## src/rtl/mdu_pkg.sv

```systemverilog
// Shared MDU definitions: op-codes (also used by the controller decoder) and FSM states.
package mdu_pkg;

   typedef enum logic [3:0] {
      MDU_NONE  = 4'd0,
      MDU_MULT  = 4'd1,
      MDU_MULTU = 4'd2,
      MDU_DIV   = 4'd3,
      MDU_DIVU  = 4'd4,
      MDU_MFHI  = 4'd5,
      MDU_MFLO  = 4'd6,
      MDU_MTHI  = 4'd7,
      MDU_MTLO  = 4'd8
   } mdu_op_e;

   typedef enum logic {
      S_IDLE = 1'b0,
      S_BUSY = 1'b1
   } mdu_state_e;

   // Multi-cycle ops; div/divu only count when the divider is built in.
   function automatic logic is_long_op(input logic [3:0] op, input logic div_en);
      return (op == MDU_MULT) || (op == MDU_MULTU) ||
             (div_en && ((op == MDU_DIV) || (op == MDU_DIVU)));
   endfunction

endpackage

```

## src/rtl/mdu_if.sv

```systemverilog
// E-stage request / result bundle between the pipeline and the MDU.
interface mdu_if;
   logic        req;
   logic [3:0]  op;
   logic [31:0] a;
   logic [31:0] b;
   logic        d_is_mdu;
   logic        start;
   logic        busy;
   logic        stall;
   logic [31:0] rd_data;
   logic [31:0] hi;
   logic [31:0] lo;

   modport master (
      output req, op, a, b, d_is_mdu,
      input  start, busy, stall, rd_data, hi, lo
   );

   modport slave (
      input  req, op, a, b, d_is_mdu,
      output start, busy, stall, rd_data, hi, lo
   );
endinterface

```

## src/rtl/mdu_div_core.sv

```systemverilog
// 32-bit signed/unsigned divider: quotient truncates toward zero, remainder
// follows the dividend's sign. Divide-by-zero yields 0/0 (caller discards it).
module mdu_div_core (
   input  logic [31:0] dividend,
   input  logic [31:0] divisor,
   input  logic        is_signed,
   output logic [31:0] quotient,
   output logic [31:0] remainder
);

   logic        neg_a, neg_b;
   logic [31:0] mag_a, mag_b, q_mag, r_mag;

   // Divide magnitudes, then restore signs; -2^31 maps onto itself as unsigned.
   always_comb begin
      neg_a = is_signed & dividend[31];
      neg_b = is_signed & divisor[31];
      mag_a = neg_a ? (~dividend + 32'd1) : dividend;
      mag_b = neg_b ? (~divisor + 32'd1) : divisor;
      q_mag = 32'd0;
      r_mag = 32'd0;
      if (mag_b != 32'd0) begin
         q_mag = mag_a / mag_b;
         r_mag = mag_a % mag_b;
      end
      quotient  = (neg_a ^ neg_b) ? (~q_mag + 32'd1) : q_mag;
      remainder = neg_a ? (~r_mag + 32'd1) : r_mag;
   end

endmodule

```

## src/rtl/mdu_unit.sv

```systemverilog
// Multiply/divide unit with architectural HI/LO and a fixed-latency busy window.
// Define MDU_DIV_EN to build div/divu; otherwise ops 3/4 behave as none.
module mdu_unit
   import mdu_pkg::*;
#(
   parameter int MULT_CYCLES = 5,
   parameter int DIV_CYCLES  = 10
) (
   input  logic clk,
   input  logic reset,
   mdu_if.slave bus
);

`ifdef MDU_DIV_EN
   localparam logic DIV_EN = 1'b1;
`else
   localparam logic DIV_EN = 1'b0;
`endif

   localparam int CNT_MAX = (MULT_CYCLES > DIV_CYCLES) ? MULT_CYCLES : DIV_CYCLES;
   localparam int CW      = $clog2(CNT_MAX + 1);

   mdu_state_e  state, state_nxt;
   logic [CW-1:0] cnt;
   logic [3:0]  op_q;
   logic [31:0] a_q, b_q;
   logic [31:0] hi_q, lo_q;
   logic        busy, commit, start, wr_hi, wr_lo, last;

   logic               mul_sx;
   logic signed [32:0] mul_a, mul_b;
   logic signed [65:0] mul_full;
   logic [63:0]        product;

   assign last  = (cnt == CW'(1));
   assign start = bus.req & is_long_op(bus.op, DIV_EN) & ~busy;
   assign wr_hi = bus.req & (bus.op == MDU_MTHI) & ~busy;
   assign wr_lo = bus.req & (bus.op == MDU_MTLO) & ~busy;

   // FSM: state register
   always_ff @(posedge clk) begin
      if (reset) state <= S_IDLE;
      else       state <= state_nxt;
   end

   // FSM: next state
   always_comb begin
      state_nxt = state;
      case (state)
         S_IDLE:  if (start) state_nxt = S_BUSY;
         S_BUSY:  if (last)  state_nxt = S_IDLE;
         default: state_nxt = S_IDLE;
      endcase
   end

   // FSM: outputs; commit lands on the BUSY->IDLE edge
   always_comb begin
      busy   = (state == S_BUSY);
      commit = (state == S_BUSY) && last;
   end

   // Operands are latched so forwarding changes after issue cannot disturb the op.
   always_ff @(posedge clk) begin
      if (reset) begin
         cnt  <= '0;
         op_q <= MDU_NONE;
         a_q  <= 32'd0;
         b_q  <= 32'd0;
      end else if (start) begin
         cnt  <= ((bus.op == MDU_MULT) || (bus.op == MDU_MULTU)) ? CW'(MULT_CYCLES)
                                                                 : CW'(DIV_CYCLES);
         op_q <= bus.op;
         a_q  <= bus.a;
         b_q  <= bus.b;
      end else if (busy) begin
         cnt  <= cnt - CW'(1);
      end
   end

   // 33x33 signed multiply covers both mult (sign-extend) and multu (zero-extend).
   always_comb begin
      mul_sx   = (op_q == MDU_MULT);
      mul_a    = $signed({mul_sx & a_q[31], a_q});
      mul_b    = $signed({mul_sx & b_q[31], b_q});
      mul_full = mul_a * mul_b;
      product  = mul_full[63:0];
   end

`ifdef MDU_DIV_EN
   logic [31:0] div_q, div_r;

   mdu_div_core u_div (
      .dividend  (a_q),
      .divisor   (b_q),
      .is_signed (op_q == MDU_DIV),
      .quotient  (div_q),
      .remainder (div_r)
   );
`endif

   always_ff @(posedge clk) begin
      if (reset) begin
         hi_q <= 32'd0;
         lo_q <= 32'd0;
      end else if (commit) begin
         case (op_q)
            MDU_MULT, MDU_MULTU: begin
               hi_q <= product[63:32];
               lo_q <= product[31:0];
            end
`ifdef MDU_DIV_EN
            MDU_DIV, MDU_DIVU: begin
               if (b_q != 32'd0) begin
                  hi_q <= div_r;
                  lo_q <= div_q;
               end
            end
`endif
            default: ;
         endcase
      end else begin
         if (wr_hi) hi_q <= bus.a;
         if (wr_lo) lo_q <= bus.a;
      end
   end

   always_comb begin
      bus.rd_data = 32'd0;
      if (bus.req) begin
         case (bus.op)
            MDU_MFHI: bus.rd_data = hi_q;
            MDU_MFLO: bus.rd_data = lo_q;
            default:  bus.rd_data = 32'd0;
         endcase
      end
   end

   assign bus.start = start;
   assign bus.busy  = busy;
   assign bus.stall = bus.d_is_mdu & (busy | start);
   assign bus.hi    = hi_q;
   assign bus.lo    = lo_q;

endmodule

```

## src/flat_wrapper.sv

```systemverilog
// flat-port wrapper written by rule: the top's interface ports become plain ports
module mdu_unit_flat import mdu_pkg::*;
#(
   parameter int MULT_CYCLES = 5,
   parameter int DIV_CYCLES  = 10
)
  (clk, reset, bus_req, bus_op, bus_a, bus_b, bus_d_is_mdu, bus_start, bus_busy, bus_stall, bus_rd_data, bus_hi, bus_lo);
  mdu_if bus_i ();
  input  logic clk;
  input  logic reset;
  input wire logic [$bits(bus_i.req)-1:0] bus_req;
  input wire logic [$bits(bus_i.op)-1:0] bus_op;
  input wire logic [$bits(bus_i.a)-1:0] bus_a;
  input wire logic [$bits(bus_i.b)-1:0] bus_b;
  input wire logic [$bits(bus_i.d_is_mdu)-1:0] bus_d_is_mdu;
  output wire logic [$bits(bus_i.start)-1:0] bus_start;
  output wire logic [$bits(bus_i.busy)-1:0] bus_busy;
  output wire logic [$bits(bus_i.stall)-1:0] bus_stall;
  output wire logic [$bits(bus_i.rd_data)-1:0] bus_rd_data;
  output wire logic [$bits(bus_i.hi)-1:0] bus_hi;
  output wire logic [$bits(bus_i.lo)-1:0] bus_lo;
  assign bus_i.req = bus_req;
  assign bus_i.op = bus_op;
  assign bus_i.a = bus_a;
  assign bus_i.b = bus_b;
  assign bus_i.d_is_mdu = bus_d_is_mdu;
  assign bus_start = bus_i.start;
  assign bus_busy = bus_i.busy;
  assign bus_stall = bus_i.stall;
  assign bus_rd_data = bus_i.rd_data;
  assign bus_hi = bus_i.hi;
  assign bus_lo = bus_i.lo;
  mdu_unit #(.MULT_CYCLES(MULT_CYCLES), .DIV_CYCLES(DIV_CYCLES)) u_core (.clk(clk), .reset(reset), .bus(bus_i));
endmodule
```

## config.mk

```make
export PLATFORM = sky130hd
export DESIGN_NAME = mdu_unit_flat
export DESIGN_NICKNAME = d
export VERILOG_FILES = /design/src/rtl/mdu_pkg.sv /design/src/rtl/mdu_if.sv /design/src/rtl/mdu_div_core.sv /design/src/rtl/mdu_unit.sv /design/src/flat_wrapper.sv
export SDC_FILE = /design/constraint.sdc
export NUM_CORES = 2
export LEC_CHECK = 0
export BUFFER_PORTS_ARGS = -buffer_cell sky130_fd_sc_hd__buf_2
export CELL_PAD_IN_SITES_DETAIL_PLACEMENT = 1
export CELL_PAD_IN_SITES_GLOBAL_PLACEMENT = 1
export CORE_ASPECT_RATIO = 2
export CORE_MARGIN = 3
export CORE_UTILIZATION = 40
export DETAILED_ROUTE_END_ITERATION = 12
export PLACE_DENSITY = 0.79
export SLEW_MARGIN = 20
export SYNTH_ARGS = -nofsm -noshare
export SYNTH_HDL_FRONTEND = slang
export SYNTH_SLANG_ARGS = --single-unit
```

## constraint.sdc

```tcl
create_clock -name clk -period 10.9 [get_ports clk]
set_clock_uncertainty 0.2 [all_clocks]
set_input_delay 2.18 -clock clk [delete_from_list [all_inputs] [get_ports clk]]
set_output_delay 2.18 -clock clk [all_outputs]
set_load 0.02 [all_outputs]
```

# After elaboration in Yosys (flattened, before gate mapping)

Index checks and enable logic that the tools add are counted.

Register bits after elaboration: 137
Input port bits: 72
Output and inout port bits: 99

Add/subtract/negate cells: 1
Multipliers: 1
Equality and inequality tests: 10
Mux-type cells: 14
Bitwise logic cells: 11
Reduce and logical (&&, ||, !) cells: 8

Operators with widths:

| kind                  | count |
|---|---|
| $mux W32              | 7 |
| $mul A33 B33 Y64      | 1 |
| $pmux W32 S2          | 1 |
| $eq A4 B1 Y1 const B  | 3 |
| $eq A4 B3 Y1 const B  | 3 |
| $mux W4               | 3 |
| $and A1 B1 Y1         | 9 |
| $eq A4 B2 Y1 const B  | 2 |
| $reduce_bool A2 Y1    | 3 |
| $eq A4 B4 Y1 const B  | 1 |
| $reduce_and A2 Y1     | 2 |
| $sub A4 B1 Y4 const B | 1 |
| $mux W1               | 2 |
| $ne A2 B2 Y1 const B  | 1 |
| $pmux W1 S2           | 1 |
| $reduce_or A2 Y1      | 1 |
| $logic_and A1 B1 Y1   | 1 |
| $logic_or A1 B1 Y1    | 1 |
| $not A1 Y1            | 1 |
| $or A1 B1 Y1          | 1 |

# Longest topological paths before layout

Depth after elaboration: 6
Depth in mapped cells: 31
Depth with buffers taken out: 29

# Worst setup path before layout

Ideal clock, no wire load.

Kind: flip-flop to flip-flop
Start: reg u_core.op_q[3]
End: reg u_core.hi_q[28], in the netlist u_core.bus.hi[28]
Arrival time: 7.810 ns
Required time: 10.585 ns
Path slack: 2.774 ns
Cell stages (with the launch flop): 30
Buffers on the path: 1
Period minus slack after synthesis: 8.126 ns
Cell sequence: dfxtp_1 > nor4b_1 > and2_1 > clkbuf_1 > nand2_1 > inv_1 > fa_1 > inv_1 > fa_1 > inv_1 > fa_1 > fa_1 > inv_1 > fa_1 > inv_1 > fa_1 > inv_1 > fa_1 > fa_1 > inv_1 > ha_1 > a21oi_1 > nor2b_1 > o21ai_0 > nand2b_1 > a21o_1 > a21o_1 > nor4_1 > mux2i_1 > and3_1

Cells in the longest elaborated chain, start to end: 5
Elaborated cells between the ends (all ways): 10

RTL lines:

| element                                 | RTL line                        | text |
|---|---|---|
| from (decl)                             | mdu_unit.sv:25                  | `logic [3:0] op_q;` |
| from (signal assigned)                  | mdu_unit.sv:72                  | `op_q <= bus.op;` |
| $eq A4 B1 Y1                            | mdu_unit.sv:82, mdu_unit.sv:106 |  |
| $and A1 B1 Y1, on equally long branches | mdu_unit.sv:83, mdu_unit.sv:84  |  |
| $mul A33 B33 Y64                        | mdu_unit.sv:85                  | `mul_full = mul_a * mul_b;` |
| $mux W32                                | mdu_unit.sv:106                 | `case (op_q)` |
| $mux W32                                | mdu_unit.sv:105                 | `end else if (commit) begin` |
| to (signal assigned)                    | mdu_unit.sv:108                 | `hi_q <= product[63:32];` |
| to (signal assigned)                    | mdu_unit.sv:122                 | `if (wr_hi) hi_q <= bus.a;` |
| to (decl)                               | mdu_unit.sv:27                  | `logic [31:0] hi_q, lo_q;` |

Several ways; a longest one is shown, not always the timed one. The select of a mux whose other input is x is not followed.
A chain may end at the register's enable or synchronous reset.

# Final worst setup path

Start: reg u_core.op_q[3]
End: reg u_core.hi_q[29], in the netlist u_core.bus.hi[29]

The elaborated chain is that of the path after synthesis.

==> flow_summary.toml <==
[clocking]
clockBufferDepth = 2
cts_num_sinks = 137
cts_tree = "yes"
numCtsBuffers = 17
h-tree-depth = 4
clk_pin_slew_ns = 0.09
cts-root-buf = "clkbuf_16"
hold_buffers = 0
clk-insertion-delay-late_ns = 0.47
post-cts-setup-buffers = 0
cts_resized = 0

[synthesis]
syn_area_um2 = 43780
synthFlopType = "dfxtp_1"
syn_nets = 6371
async_reset_ff_frac = 0
synth_cell_types = 77
synthCells = 4960
ys_seq_elements = 137
synth-edff-count = 0
syn_area_per_cell_um2 = 8.826
yosys_warnings = 0
yosysSeqAreaShare = 0.06265

[timing]
worst_slew_pin_slew_ns = 1.166
final_max_slew_viol_count = 0
finalSetupViolCount = 0
period_share = 0.8784
grt_setup_unrepaired = "no"
hold_viol_final = 0
tns_ns = 0
setup_ws_ns = 1.326
max_freq_mhz = 104.4
fin_hold_ws_ns = 0.2590
slew-limit-headroom = 0.2215
fin_crit_ns = 9.574

[pwr]
power_mw = 1.427
peakVddDrop_uv = 115.3
clkPwrFrac = 0.438
power_switching_mw = 0.5322
internal-power_mw = 0.8943
power_density_nw_per_um2 = 30.61
comb_power_share = 0.173
pwr-share-seq = 0.389
leakage_nw = 21.08
switching_share = 0.3731

[place]
portBuffers = 170
dpl.hpwl_um = 138500
gp_congestion = 0.9527
dpl_cell_area_um2 = 45960
pre_cts_ws_ns = 1.376

[setup_path]
cp.arrival_ns = 9.75
critPathCaptureType = "register"
cp-start-kind = "register"
crit_required_ns = 11.08
slowest_stage = "fa_1"
worst_path_most_repeated_cell = "fa_1"
path_max_fanout = 13
crit_type = "reg -> reg"
slowest_delay_ns = 0.92

[routing]
vias = 35019
wl_per_cell_um = 26.11
drc = 0
final_antenna_net_count = 0
drt_wl_total_um = 165600
drtIter0Drc = 1730
vias_per_cell = 5.520
drt_pre_antenna_iters = 6

[job]
drv_cap = 0

[final_layout]
stdcell_area_um2 = 46600
syn_to_final_growth_pct = 6.436
drive_above_1_share = 0.07071
nNetsFinal = 6348

[floorplanning]
start_util = 0.4028
die_area_um2 = 113700
die_x_um = 239.9
core_um2 = 108700
io_pins = 171
dieHeight_um = 473.9
rows = 171

[grt]
grt_pass1_vias = 41865
antenna_found_initial = 14
grt-ovfl-total = 0
grt_use_total = 0.2985
grt_start_max_net_pins = 100
grt_pass1_wl_um = 247400

[run_status]
outcome = "finished, final reports clean"

[min_path]
min_path_type = "reg -> reg"
==> registers in the layout, indices dropped and copies added (netlist names) <==
| name | cells |
|---|---|
| u_core.bus.busy | 1 |
| u_core.cnt | 4 |
| u_core.bus.hi | 32 |
| u_core.op_q | 4 |
| u_core.a_q | 32 |
| u_core.bus.lo | 32 |
| u_core.b_q | 32 |
==> stage by stage <==
step / cells / utilization
after global routing: 6339 / 0.4286
after floorplan: 4960 / -
after global placement: 6302 / 0.4229
after detailed placement: 6302 / 0.4229
final: 6344 / 0.4287
after CTS: 6334 / 0.4284
==> kinds of logic (layout without fill, tap and decap cells) <==
group,after synthesis,count (layout),synth area share
compound gates,394,394,0.06036
flops,137,137,0.06265
buf+inv,1438,1428,0.1234
simple gates,1575,1575,0.1623
xor+xnor,69,69,0.01380
mux,8,8,0.001943
other cells,0,10,0
fa+ha+maj,1339,1339,0.5756
==> power groups by stage <==
| stage | Clock (mW) | Combinational [mW] | Sequential [mW] |
|---|---|---|---|
| after floorplan | 0 | 0.135 | 0.539 |
| after global placement | 0 | 0.235 | 0.564 |
| after detailed placement | 0 | 0.242 | 0.565 |
| after CTS | 0.629 | 0.244 | 0.554 |
| after global routing | 0.642 | 0.262 | 0.556 |
| final | 0.625 | 0.247 | 0.555 |
==> area by class of cell <==
type	count	area, µm²
Antenna cell	10	25.02
Clock buffer	17	425.4
Clock inverter	15	177.7
Fill cell	12839	62090
Inverter	1141	4283
Multi-Input combinational cell	3385	35660
Sequential cell	137	2771
Tap cell	1384	1732
Timing Repair Buffer	255	1520
==> worst paths after layout <==
path              cells past startpoint  slack (ns)                        start                        endpoint
setup / recovery                     29        1.33  u_core.op_q[3]$_SDFFE_PP0P_  u_core.bus.hi[29]$_SDFFE_PP0P_
hold / removal                        2        0.26   u_core.a_q[2]$_SDFFE_PP0P_      u_core.a_q[2]$_SDFFE_PP0P_
setup reg to reg                     29        1.33  u_core.op_q[3]$_SDFFE_PP0P_  u_core.bus.hi[29]$_SDFFE_PP0P_
hold reg to reg                       2        0.26   u_core.a_q[2]$_SDFFE_PP0P_      u_core.a_q[2]$_SDFFE_PP0P_
==> synthesized netlist by cell type, types with 4 or more instances <==
| master | number | share of area |
|---|---|---|
| a311oi_1 | 35 | 0.0070 |
| ha_1 | 214 | 0.061 |
| nand2_1 | 983 | 0.084 |
| and4_1 | 5 | 0.0010 |
| o21ai_1 | 14 | 0.0016 |
| nor2b_1 | 45 | 0.0064 |
| and2_1 | 309 | 0.044 |
| nor4_1 | 4 | 0.00057 |
| o21ai_0 | 37 | 0.0042 |
| nor2_1 | 117 | 0.010 |
| inv_1 | 1140 | 0.098 |
| a21oi_1 | 144 | 0.016 |
| and3_1 | 37 | 0.0053 |
| o21bai_1 | 6 | 0.0010 |
| nand4_1 | 10 | 0.0014 |
| mux2i_1 | 7 | 0.0016 |
| a22oi_1 | 32 | 0.0055 |
| a21o_1 | 36 | 0.0062 |
| o211ai_1 | 9 | 0.0015 |
| dfxtp_1 | 137 | 0.063 |
| clkbuf_1 | 291 | 0.025 |
| or3_1 | 4 | 0.00057 |
| fa_1 | 1125 | 0.51 |
| nand2b_1 | 9 | 0.0013 |
| a211oi_1 | 12 | 0.0021 |
| nand3_1 | 7 | 0.00080 |
| xor2_1 | 20 | 0.0040 |
| o21a_1 | 5 | 0.00086 |
| a31oi_1 | 11 | 0.0016 |
| a221oi_1 | 4 | 0.00080 |
| or2_2 | 10 | 0.0014 |
| nor3_1 | 21 | 0.0024 |
| xnor2_1 | 49 | 0.0098 |
==> worst max-delay path: cells and delay by family (launching register included) <==
kind                       cells  cell delay, ns
AOI/OAI and AO/OA              7            1.11
buffers and inverters          7            1.12
adders and majority gates      9            4.80
and+or+nand+nor                5            1.58
muxes                          1            0.32
DFF                            1            0.35
==> cells in the final DEF (no fill, tap or decap), types with 12 or more instances in the layout <==
cell,n
fa_1,1124
clkbuf_16,17
nor2_1,115
a211oi_1,12
a21o_1,36
buf_4,83
o21ai_1,14
a22oi_1,32
and2_1,309
dfxtp_2,23
nor3_1,21
inv_1,1140
xnor2_1,49
ha_1,214
a21oi_1,144
a311oi_1,35
xor2_1,20
and3_1,36
buf_2,169
nor2b_1,45
o21ai_0,37
dfxtp_1,114
nand2_1,980
==> routing by layer <==
| metal | global-route usage | vias to the layer above | part of all wire |
|---|---|---|---|
| li1 | - | 14426 | - |
| met4 | 0.3198 | 6 | 0.13 |
| met1 | 0.2512 | 18496 | 0.28 |
| met3 | 0.04855 | 810 | 0.047 |
| met2 | 0.5561 | 1281 | 0.54 |
| met5 | 0 | - | 0.00025 |
Note: power is estimated with default switching activity, not from simulation.
